[src/rtl/uart_pkg.sv]
// Shared types for the oversampled UART receiver.
// Parity modes, receiver FSM states and the clocks-per-bit floor.
package uart_pkg;

  localparam int MIN_CLKS_PER_BIT = 4;

  typedef enum logic [1:0] {
    PAR_NONE = 2'b00,
    PAR_EVEN = 2'b01,
    PAR_ODD  = 2'b10
  } parity_e;

  typedef enum logic [2:0] {
    ST_IDLE,
    ST_START,
    ST_DATA,
    ST_PARITY,
    ST_STOP,
    ST_WAIT_IDLE
  } rx_state_e;

  function automatic parity_e decode_parity(input logic [1:0] m);
    unique case (m)
      2'b01:   return PAR_EVEN;
      2'b10:   return PAR_ODD;
      default: return PAR_NONE;
    endcase
  endfunction

endpackage

[src/rtl/uart_rx_sync.sv]
// Multi-flop synchroniser for the asynchronous RX line.
// Resets to 1 so an idle line never looks like a start bit.
module uart_rx_sync #(
  parameter int DEPTH = 2
) (
  input  logic clk,
  input  logic rstn,
  input  logic d,
  output logic q
);

  logic [DEPTH-1:0] ff;

  always_ff @(posedge clk or negedge rstn) begin
    if (!rstn) ff <= '1;
    else       ff <= {ff[DEPTH-2:0], d};
  end

  assign q = ff[DEPTH-1];

endmodule

[src/rtl/uart_rx_frame.sv]
// Oversampled UART receiver with parity, framing/overrun flags and valid/ready output.
// Define UART_RX_MAJORITY_EN for 2-of-3 majority sampling of data, parity and stop bits.
module uart_rx_frame
  import uart_pkg::*;
#(
  parameter int DATA_BITS    = 8,
  parameter int CLKS_PER_BIT = 868,
  parameter int STOP_BITS    = 1
) (
  input  logic                 clk,
  input  logic                 rstn,
  input  logic                 rx,
  input  logic [1:0]           parity_mode,
  output logic [DATA_BITS-1:0] data_bits,
  output logic                 rx_valid,
  input  logic                 rx_ready,
  output logic                 frame_err,
  output logic                 parity_err,
  output logic                 overrun,
  output logic                 busy
);

  localparam int CPB = (CLKS_PER_BIT < MIN_CLKS_PER_BIT) ?
                       MIN_CLKS_PER_BIT : CLKS_PER_BIT;
  localparam int CW  = $clog2(CPB);
  localparam int MID = CPB / 2;
`ifdef UART_RX_MAJORITY_EN
  localparam int SMP = MID + 1;
`else
  localparam int SMP = MID;
`endif

  localparam logic [CW-1:0] CNT_MAX = CW'(CPB - 1);
  localparam logic [CW-1:0] MID_C   = CW'(MID);
  localparam logic [CW-1:0] SMP_C   = CW'(SMP);
  localparam logic [3:0]    LAST_D  = 4'(DATA_BITS - 1);
  localparam logic [3:0]    LAST_S  = 4'(STOP_BITS - 1);

  rx_state_e            state_q, state_d;
  parity_e              mode_q;
  logic [CW-1:0]        cnt;
  logic [3:0]           bit_idx;
  logic [DATA_BITS-1:0] shreg;
  logic                 fe_acc;
  logic                 pe_q;
  logic                 rx_s;
  logic                 smp_bit;
  logic                 tick;
  logic                 start_smp;
  logic                 last_data;
  logic                 last_stop;
  logic                 complete;
  logic                 frame_bad;

  uart_rx_sync #(.DEPTH(2)) u_sync (
    .clk  (clk),
    .rstn (rstn),
    .d    (rx),
    .q    (rx_s)
  );

`ifdef UART_RX_MAJORITY_EN
  logic [1:0] hist;

  always_ff @(posedge clk or negedge rstn) begin
    if (!rstn) hist <= 2'b11;
    else       hist <= {hist[0], rx_s};
  end

  // Decision at mid+1 uses the samples from mid-1, mid and mid+1.
  assign smp_bit = (hist[1] & hist[0]) |
                   (hist[1] & rx_s) |
                   (hist[0] & rx_s);
`else
  assign smp_bit = rx_s;
`endif

  assign tick      = (cnt == SMP_C);
  assign start_smp = (cnt == MID_C);
  assign last_data = (bit_idx == LAST_D);
  assign last_stop = (bit_idx == LAST_S);
  assign complete  = (state_q == ST_STOP) && tick && last_stop;
  assign frame_bad = fe_acc | ~smp_bit;
  assign busy      = (state_q != ST_IDLE);

  always_ff @(posedge clk or negedge rstn) begin
    if (!rstn) state_q <= ST_IDLE;
    else       state_q <= state_d;
  end

  always_comb begin
    state_d = state_q;
    unique case (state_q)
      ST_IDLE: begin
        if (!rx_s) state_d = ST_START;
      end
      ST_START: begin
        if (start_smp) state_d = rx_s ? ST_IDLE : ST_DATA;
      end
      ST_DATA: begin
        if (tick && last_data)
          state_d = (mode_q != PAR_NONE) ? ST_PARITY : ST_STOP;
      end
      ST_PARITY: begin
        if (tick) state_d = ST_STOP;
      end
      ST_STOP: begin
        if (complete) state_d = frame_bad ? ST_WAIT_IDLE : ST_IDLE;
      end
      ST_WAIT_IDLE: begin
        if (rx_s) state_d = ST_IDLE;
      end
      default: state_d = ST_IDLE;
    endcase
  end

  // Counter runs free from start detect, so later samples land at bit centres.
  always_ff @(posedge clk or negedge rstn) begin
    if (!rstn) begin
      cnt     <= '0;
      bit_idx <= '0;
      shreg   <= '0;
      fe_acc  <= 1'b0;
      pe_q    <= 1'b0;
      mode_q  <= PAR_NONE;
    end else begin
      if (state_q == ST_IDLE || cnt == CNT_MAX) cnt <= '0;
      else                                      cnt <= cnt + CW'(1);
      unique case (state_q)
        ST_IDLE: begin
          bit_idx <= '0;
          fe_acc  <= 1'b0;
          pe_q    <= 1'b0;
          if (!rx_s) mode_q <= decode_parity(parity_mode);
        end
        ST_DATA: begin
          if (tick) begin
            shreg   <= {smp_bit, shreg[DATA_BITS-1:1]};
            bit_idx <= last_data ? 4'd0 : bit_idx + 4'd1;
          end
        end
        ST_PARITY: begin
          if (tick) pe_q <= ((^shreg) ^ smp_bit) != (mode_q == PAR_ODD);
        end
        ST_STOP: begin
          if (tick) begin
            bit_idx <= bit_idx + 4'd1;
            if (!smp_bit) fe_acc <= 1'b1;
          end
        end
        default: ;
      endcase
    end
  end

  always_ff @(posedge clk or negedge rstn) begin
    if (!rstn) begin
      data_bits  <= '0;
      rx_valid   <= 1'b0;
      frame_err  <= 1'b0;
      parity_err <= 1'b0;
      overrun    <= 1'b0;
    end else if (complete) begin
      if (!rx_valid || rx_ready) begin
        data_bits  <= shreg;
        frame_err  <= frame_bad;
        parity_err <= pe_q;
        rx_valid   <= 1'b1;
        if (rx_valid) overrun <= 1'b0;
      end else begin
        overrun <= 1'b1;
      end
    end else if (rx_valid && rx_ready) begin
      rx_valid   <= 1'b0;
      frame_err  <= 1'b0;
      parity_err <= 1'b0;
      overrun    <= 1'b0;
    end
  end

endmodule

[config.mk]
export PLATFORM = sky130hd
export DESIGN_NAME = uart_rx_frame
export DESIGN_NICKNAME = d
export VERILOG_FILES = /design/src/rtl/uart_pkg.sv /design/src/rtl/uart_rx_sync.sv /design/src/rtl/uart_rx_frame.sv
export SDC_FILE = /design/constraint.sdc
export NUM_CORES = 1
export LEC_CHECK = 0
export ABC_AREA = 1
export CORE_AREA = 2 2 78 80
export CTS_BUF_LIST = sky130_fd_sc_hd__clkbuf_16
export CTS_CLUSTER_DIAMETER = 100
export DETAILED_ROUTE_END_ITERATION = 8
export DIE_AREA = 0 0 80 82
export SLEW_MARGIN = 0
export SYNTH_ARGS = -nofsm -noshare
export SYNTH_HDL_FRONTEND = slang
export SYNTH_SLANG_ARGS = --single-unit
[constraint.sdc]
create_clock -name clk -period 1.4 [get_ports clk]
set_input_delay 0.35 -clock clk [delete_from_list [all_inputs] [get_ports clk]]
set_output_delay 0.35 -clock clk [all_outputs]
set_load 0.05 [all_outputs]
==> qor.csv <==
metric,value,unit
grt_antenna_before_repair,0,
cts.clk_slew.worst_paths,0.06,ns
grt_overflow,0,
worst_ep_required_time,1.61,ns
cts_inserted_buffers,5,
dp_worst_setup_slack,-0.147,ns
largest_delay_contributor_family_on_the_critical_path,simple AND/OR/NAND/NOR gates,
period_share,1.15,
clk-insertion-delay-late,0.28,ns
top_level_ports,19,
crit_path_top_delay_cell,sky130_fd_sc_hd__dfrtp_1,
grt_max_degree,44,
outcome,"finished, violations left",
final-max-slew-violation-count,0,
layout-drive-gt1-share,0.399,
final_critical_path_setup_slack,-0.205,ns
worst_hold_slack,0.0335,ns
route.detailed.wl_per_inst,12.9,um
place.gp.congestion,0.796,
reg2regPathDepth,10,
skew,0.00725,ns
timing_worst_slew_pin_value,0.320,ns
wl,5480,um
cts_num_sinks,43,
std_cell_rows,28,
critPathMostFrequentCell,sky130_fd_sc_hd__buf_6,
worst_r2r_startpoint,cnt[0],
number_of_design_rule_violations_left_by_the_first_detailed_router_iteration,78,
post-route-drc-count,0,
grt_pass1_wl,9020,um
hold_class,in2async,
max_stage_delay,0.35,ns
fp.dieH,82,um
antenna_violating_nets_post_route,0,
avgViaCountPerCell,4.84,
fin_nets,360,
netlist_instances,276,
layout_min_cycle_time,1.61,ns
cts.path.max_buffers,2,
synth_seq_area_share,0.486,
portBuffers,18,
synth.top_cell.area_share,0.462,
fp.coreArea,5750,um2
maxSlewHeadroom,0.785,
setup_repair_after_global_routing_missed_its_margin,yes,
die_w,80,um
vias_in_the_first_global_route,2095,
finish.utilization,0.594,
final.setup.tns,-4.45,ns
yosys_warnings,0,
synthesis.area_per_instance,8.04,um2
dp_hpwl,3450,um
power.ir.vdd_worst,569,uV
worst-r2r-setup-slack,-0.21,ns
drt_first_pass_iters,4,
p_leak,1.68,nW
worst_setup_path_start_kind,register,
crit_arrival,1.81,ns
antenna-diode-count,0,
crit_path_cell_trace,buf_4 > buf_6 > buf_6 > ha_4 > nand2_2 > inv_2 > nand2_4 > nor3b_4 > nand3b_1 > a21oi_2,
initial_core_util,0.386,
post-synth-top-area-cell,sky130_fd_sc_hd__dfrtp_1,
dpl_cell_area,2940,um2
fp.dieArea,6560,um2
dr_total_vias,2063,
reg2reg_end,cnt[8],
largest_driver_fanout_on_the_critical_path,3,
globalRouteTotalUtil,0.174,
cp-end-kind,register,
postCtsHoldBufs,0,
htree_num_levels,2,
post_synthesis_cell_area,2220,um2
stdcell_count,426,
maxCapViolations,0,
area_growth_syn_to_layout,53.8,%
synth_seq_cells,43,
p_total,2.46,mW
synth.area.top_cells,"sky130_fd_sc_hd__dfrtp_1, sky130_fd_sc_hd__nand2_1, sky130_fd_sc_hd__inv_1",
timing.setup.critical_path_class,reg2reg,
violations,setup timing,
clk_root_buffer_cell,sky130_fd_sc_hd__clkbuf_16,
postSynthNetCount,286,
cell_count_after_placement,409,
p_per_area,720,nW/um2
post_synth_num_cell_types,30,
clock.fmax,623,MHz
buf_inv_on_cp,4,
timing_hold_violations_final,0,
clock_tree_from_tritoncts,yes,
final_design_area_no_fill,3410,um2
report.final.setup_viol,38,
## layer usage
| layer | part of all wire | global-route usage | routed length (um) | vias to the layer above |
|---|---|---|---|---|
| met5 | 0 | 0 | 0 | - |
| met4 | 0.013 | 0.0525 | 73 | 0 |
| met1 | 0.45 | 0.222 | 2490 | 990 |
| met3 | 0.034 | 0.0352 | 185 | 9 |
| met2 | 0.50 | 0.298 | 2730 | 48 |
| li1 | - | - | - | 1016 |
## state kept, by name (all words and copies together), names as in the netlist, 2 cells and up
signal,count
mode_q,2
bit_idx,4
cnt,10
state_q,3
data_bits,8
shreg,8
u_sync.ff,2
## area by class of cell
type / instances / area (um2)
Fill cell: 518 / 2330
Multi-Input combinational cell: 192 / 1190
Sequential cell: 43 / 1080
Timing Repair Buffer: 69 / 756
Inverter: 39 / 149
Clock buffer: 5 / 125
Tap cell: 75 / 93.8
Clock inverter: 3 / 20.0
## power breakdown
| group | internal, mW | leakage (nW) | switching (mW) |
|---|---|---|---|
| Clock | 0.657 | 0.0658 | 0.480 |
| Combinational | 0.0252 | 1.03 | 0.0409 |
| Sequential | 1.25 | 0.577 | 0.00391 |
## cell families (layout without fill, tap and decap cells)
group                      Yosys count  in the layout  synth area share
DFF                                 43             43             0.486
and+or+nand+nor                    150            150             0.305
adders and majority gates            4              4            0.0225
xor gates and xnor gates             4              4            0.0158
buffers and inverters               41            116            0.0733
AOI/OAI and AO/OA                   34             34            0.0975
## cells in the mapped netlist, drive strengths merged
| master | count |
|---|---|
| ha | 4 |
| a31oi | 1 |
| nor3 | 8 |
| dfrtp | 41 |
| o21ai | 24 |
| a21oi | 5 |
| nand3 | 23 |
| nand4 | 1 |
| nor2 | 28 |
| o211ai | 1 |
| buf | 2 |
| o31ai | 2 |
| inv | 39 |
| nor3b | 3 |
| o21a | 1 |
| xnor2 | 2 |
| nand3b | 1 |
| dfstp | 2 |
| xor2 | 2 |
| nand2 | 86 |
## worst max-delay path by stage
| stage | startpoint | cells after the start | endpoint |
|---|---|---|---|
| after floorplan | cnt[0] | 10 | data_bits[6] |
| after global placement | cnt[0] | 9 | shreg[6] |
| after detailed placement | cnt[0] | 10 | shreg[2] |
| after CTS | state_q[0] | 5 | busy |
| after global routing | cnt[0] | 10 | cnt[8] |
| final | cnt[0] | 10 | cnt[8] |
## layout by cell type (no fill, tap or decap), types with 2 or more instances in the layout
cell type,n
sky130_fd_sc_hd__nor3_4,2
sky130_fd_sc_hd__buf_4,39
sky130_fd_sc_hd__clkinvlp_4,2
sky130_fd_sc_hd__nand2_1,68
sky130_fd_sc_hd__dfrtp_1,41
sky130_fd_sc_hd__inv_1,30
sky130_fd_sc_hd__nand3_1,17
sky130_fd_sc_hd__clkdlybuf4s50_1,4
sky130_fd_sc_hd__buf_12,14
sky130_fd_sc_hd__o21ai_0,15
sky130_fd_sc_hd__a21oi_1,3
sky130_fd_sc_hd__buf_6,10
sky130_fd_sc_hd__inv_2,8
sky130_fd_sc_hd__nand3_4,2
sky130_fd_sc_hd__nor2_4,5
sky130_fd_sc_hd__ha_1,2
sky130_fd_sc_hd__dfstp_2,2
sky130_fd_sc_hd__xnor2_1,2
sky130_fd_sc_hd__nor3_2,3
sky130_fd_sc_hd__nor2_1,18
sky130_fd_sc_hd__nor2_2,4
sky130_fd_sc_hd__nand2_4,4
sky130_fd_sc_hd__nor3_1,3
sky130_fd_sc_hd__o21ai_2,8
sky130_fd_sc_hd__nand2_2,14
sky130_fd_sc_hd__nor3b_2,2
sky130_fd_sc_hd__nand3_2,4
sky130_fd_sc_hd__clkbuf_16,6
sky130_fd_sc_hd__a21oi_2,2
## repair_timing
action,in CTS,in global routing
pin swaps,12,9
gates cloned,0,1
setup buffers,6,5
endpoints found under the hold margin,0,0
gates resized for setup,38,24
setup endpoints to repair,38,42
No activity file was read; power rests on OpenSTA's default activity.
==> patch, RTL diff (same flow settings) <==
`CLKS_PER_BIT`: 868 -> 3472.
--- a/src/rtl/uart_rx_frame.sv
+++ b/src/rtl/uart_rx_frame.sv
@@ -6,3 +6,3 @@
   parameter int DATA_BITS    = 8,
-  parameter int CLKS_PER_BIT = 868,
+  parameter int CLKS_PER_BIT = 3472,
   parameter int STOP_BITS    = 1
Function: same outputs for any inputs over 10 cycles, from zero or initial values and one cycle with rstn low; that may be too few to reach the edited logic, so the function may still have changed.
==> patch against the original RTL <==
  * The run still ends with negative setup slack left
  * Total power increased by 3.2%
  * Synthesized area increased by 8.4%
  * Sequential cell count is 2 higher
  * Wire length up 13%
  * Sequential share of layout area shrank 2.0 points
  * Worst setup slack improved by 0.058 ns
  * Design area grew 12%
  * Maximum frequency grew 3.8%
==> patch: results (changes against the original RTL) <==
• 4.93 — Vias per Instance, was 4.84
• 304 — cells after synthesis, was 276
• 0.00179 uW — leakage power summed over all cells, was 0.00168 uW
• -4.23 ns — setup tns final, was -4.45 ns
• 45 — sink count of the clock tree, was 43
• 1990 uW — cell-internal power, was 1930 uW
• 2520 um — met1 routed wirelength after detailed routing, was 2490 um
• 0.00317 mm2 — DP Area, was 0.00294 mm2
• 0.42 ns — delay of the slowest cell on the worst path, was 0.35 ns
• 0.232 — Non-clock buffer share, was 0.221
• 0.436 — fraction of layout instances using a drive strength above 1, was 0.399
• complete, but fails checks — run status, unchanged
• 0.00499 ns — Worst Skew, was 0.00725 ns
• 0.409 ns — worst-margin pin slew, was 0.320 ns
• 217 — multi-input combinational cell count, was 192
• 240 um — met3 layer wire length in the routed design, was 185 um
• 10300 um — first-pass GRT wire length, was 9020 um
• 314 — post-synth net total, was 286
• 3280 um — Detail Route met2 WL, was 2730 um
• 2292 — DR vias, was 2063
• 29 — Distinct cells, synth, was 30
• 0.469 — sequential cell area fraction in the yosys report, was 0.486
• 0.0377 — clk tree area frac, was 0.0425
• 464 — Filler Cells Inserted, was 518
• 0.203 — overall track demand over capacity in global routing, was 0.174
• cnt x12, data_bits x8, shreg x8 — Top Registers, was cnt x10, data_bits x8, shreg x8
• 0.0255 — XOR/XNOR Fraction of Synth Area, was 0.0158
• 6220 um — post-detailed-routing wire length, was 5480 um
• 0.765 mV — IR Drop Worst-Case VDD, was 0.569 mV
• 399 — Final #Nets, was 360
• 438 — number of placed instances, taps included, was 409
• 0.371 — proportion of cell area occupied by multi-input gates, was 0.349
• 0.0208 — synthesized-area fraction occupied by adder cells, was 0.0225
• 81 — number of buffers other than clock buffers in the final layout, was 69
• 26 — pin count of the biggest net entering global routing, was 44
• -0.147 ns — post-route setup slack, was -0.205 ns
• 106 — Initial DRC Count, was 78
• register to register — class of the most critical hold timing path, was input pin to asynchronous set/reset pin
• 0.296 — fraction of area in registers, was 0.316
• 41 — number of setup violations in the final report, was 38
• dfrtp_1 45%, nand2_1 13%, nand3_1 6.4% — cell types with the largest area share after synthesis, was dfrtp_1 46%, nand2_1 14%, inv_1 5.6%
• 0.854 — final weighted congestion in routability-driven placement, was 0.796
• 12 — flip-flop count of the largest register, all copies and words added, was 10
• negative setup slack — violations in the final reports, unchanged
-- patch: cell types whose count changed in the layout (fill, tap and decap cells not counted), moves of 6 or more --
cell     unedited run  this run
buf_4              39        49
inv_1              30        36
nand2_1            68        59
nand2_4             4        11
nand3_1            17        26
o21ai_0            15         1
o21ai_2             8        14
xor2_1              1         7
-- patch: power by group through the flow --
stage                     Clock, uW  Combinational (uW)  Sequential [uW]
after floorplan                   0                16.6             1340
after global placement            0                72.2             1340
after detailed placement          0                71.8             1340
after CTS                      1180                75.2             1310
after global routing           1220                90.3             1310
final                          1150                77.3             1310
-- patch: what timing repair did --
action / 4_1_cts / 5_1_grt
setup endpoints to repair: 41 / 44
hold buffers: 1 / 0
buffers inserted: 12 / 4
resized for setup: 46 / 55
hold endpoints to repair: 8 / 0
gates cloned: 1 / 1
pin swaps: 9 / 19
-- patch: metal layers --
metal | vias up | GRT usage
met5 | - | 0
met4 | 0 | 0.0831
li1 | 1142 | -
met2 | 57 | 0.363
met1 | 1076 | 0.243
met3 | 17 | 0.0352
-- patch: worst paths after layout --
check,cells past startpoint,endpoint,slack [ns],startpoint
worst max-delay path,9,shreg[7]$_DFFE_PN0P_,-0.15,cnt[0]$_DFF_PN0_
worst min-delay path,0,u_sync.ff[1]$_DFF_PN1_,0.36,u_sync.ff[0]$_DFF_PN1_
max in group asynchronous,3,state_q[1]$_DFFE_PN0P_,0.41,rstn
worst max register to register,9,shreg[7]$_DFFE_PN0P_,-0.15,cnt[0]$_DFF_PN0_
worst min register to register,0,u_sync.ff[1]$_DFF_PN1_,0.36,u_sync.ff[0]$_DFF_PN1_
min in group asynchronous,2,shreg[1]$_DFFE_PN0P_,0.53,rstn
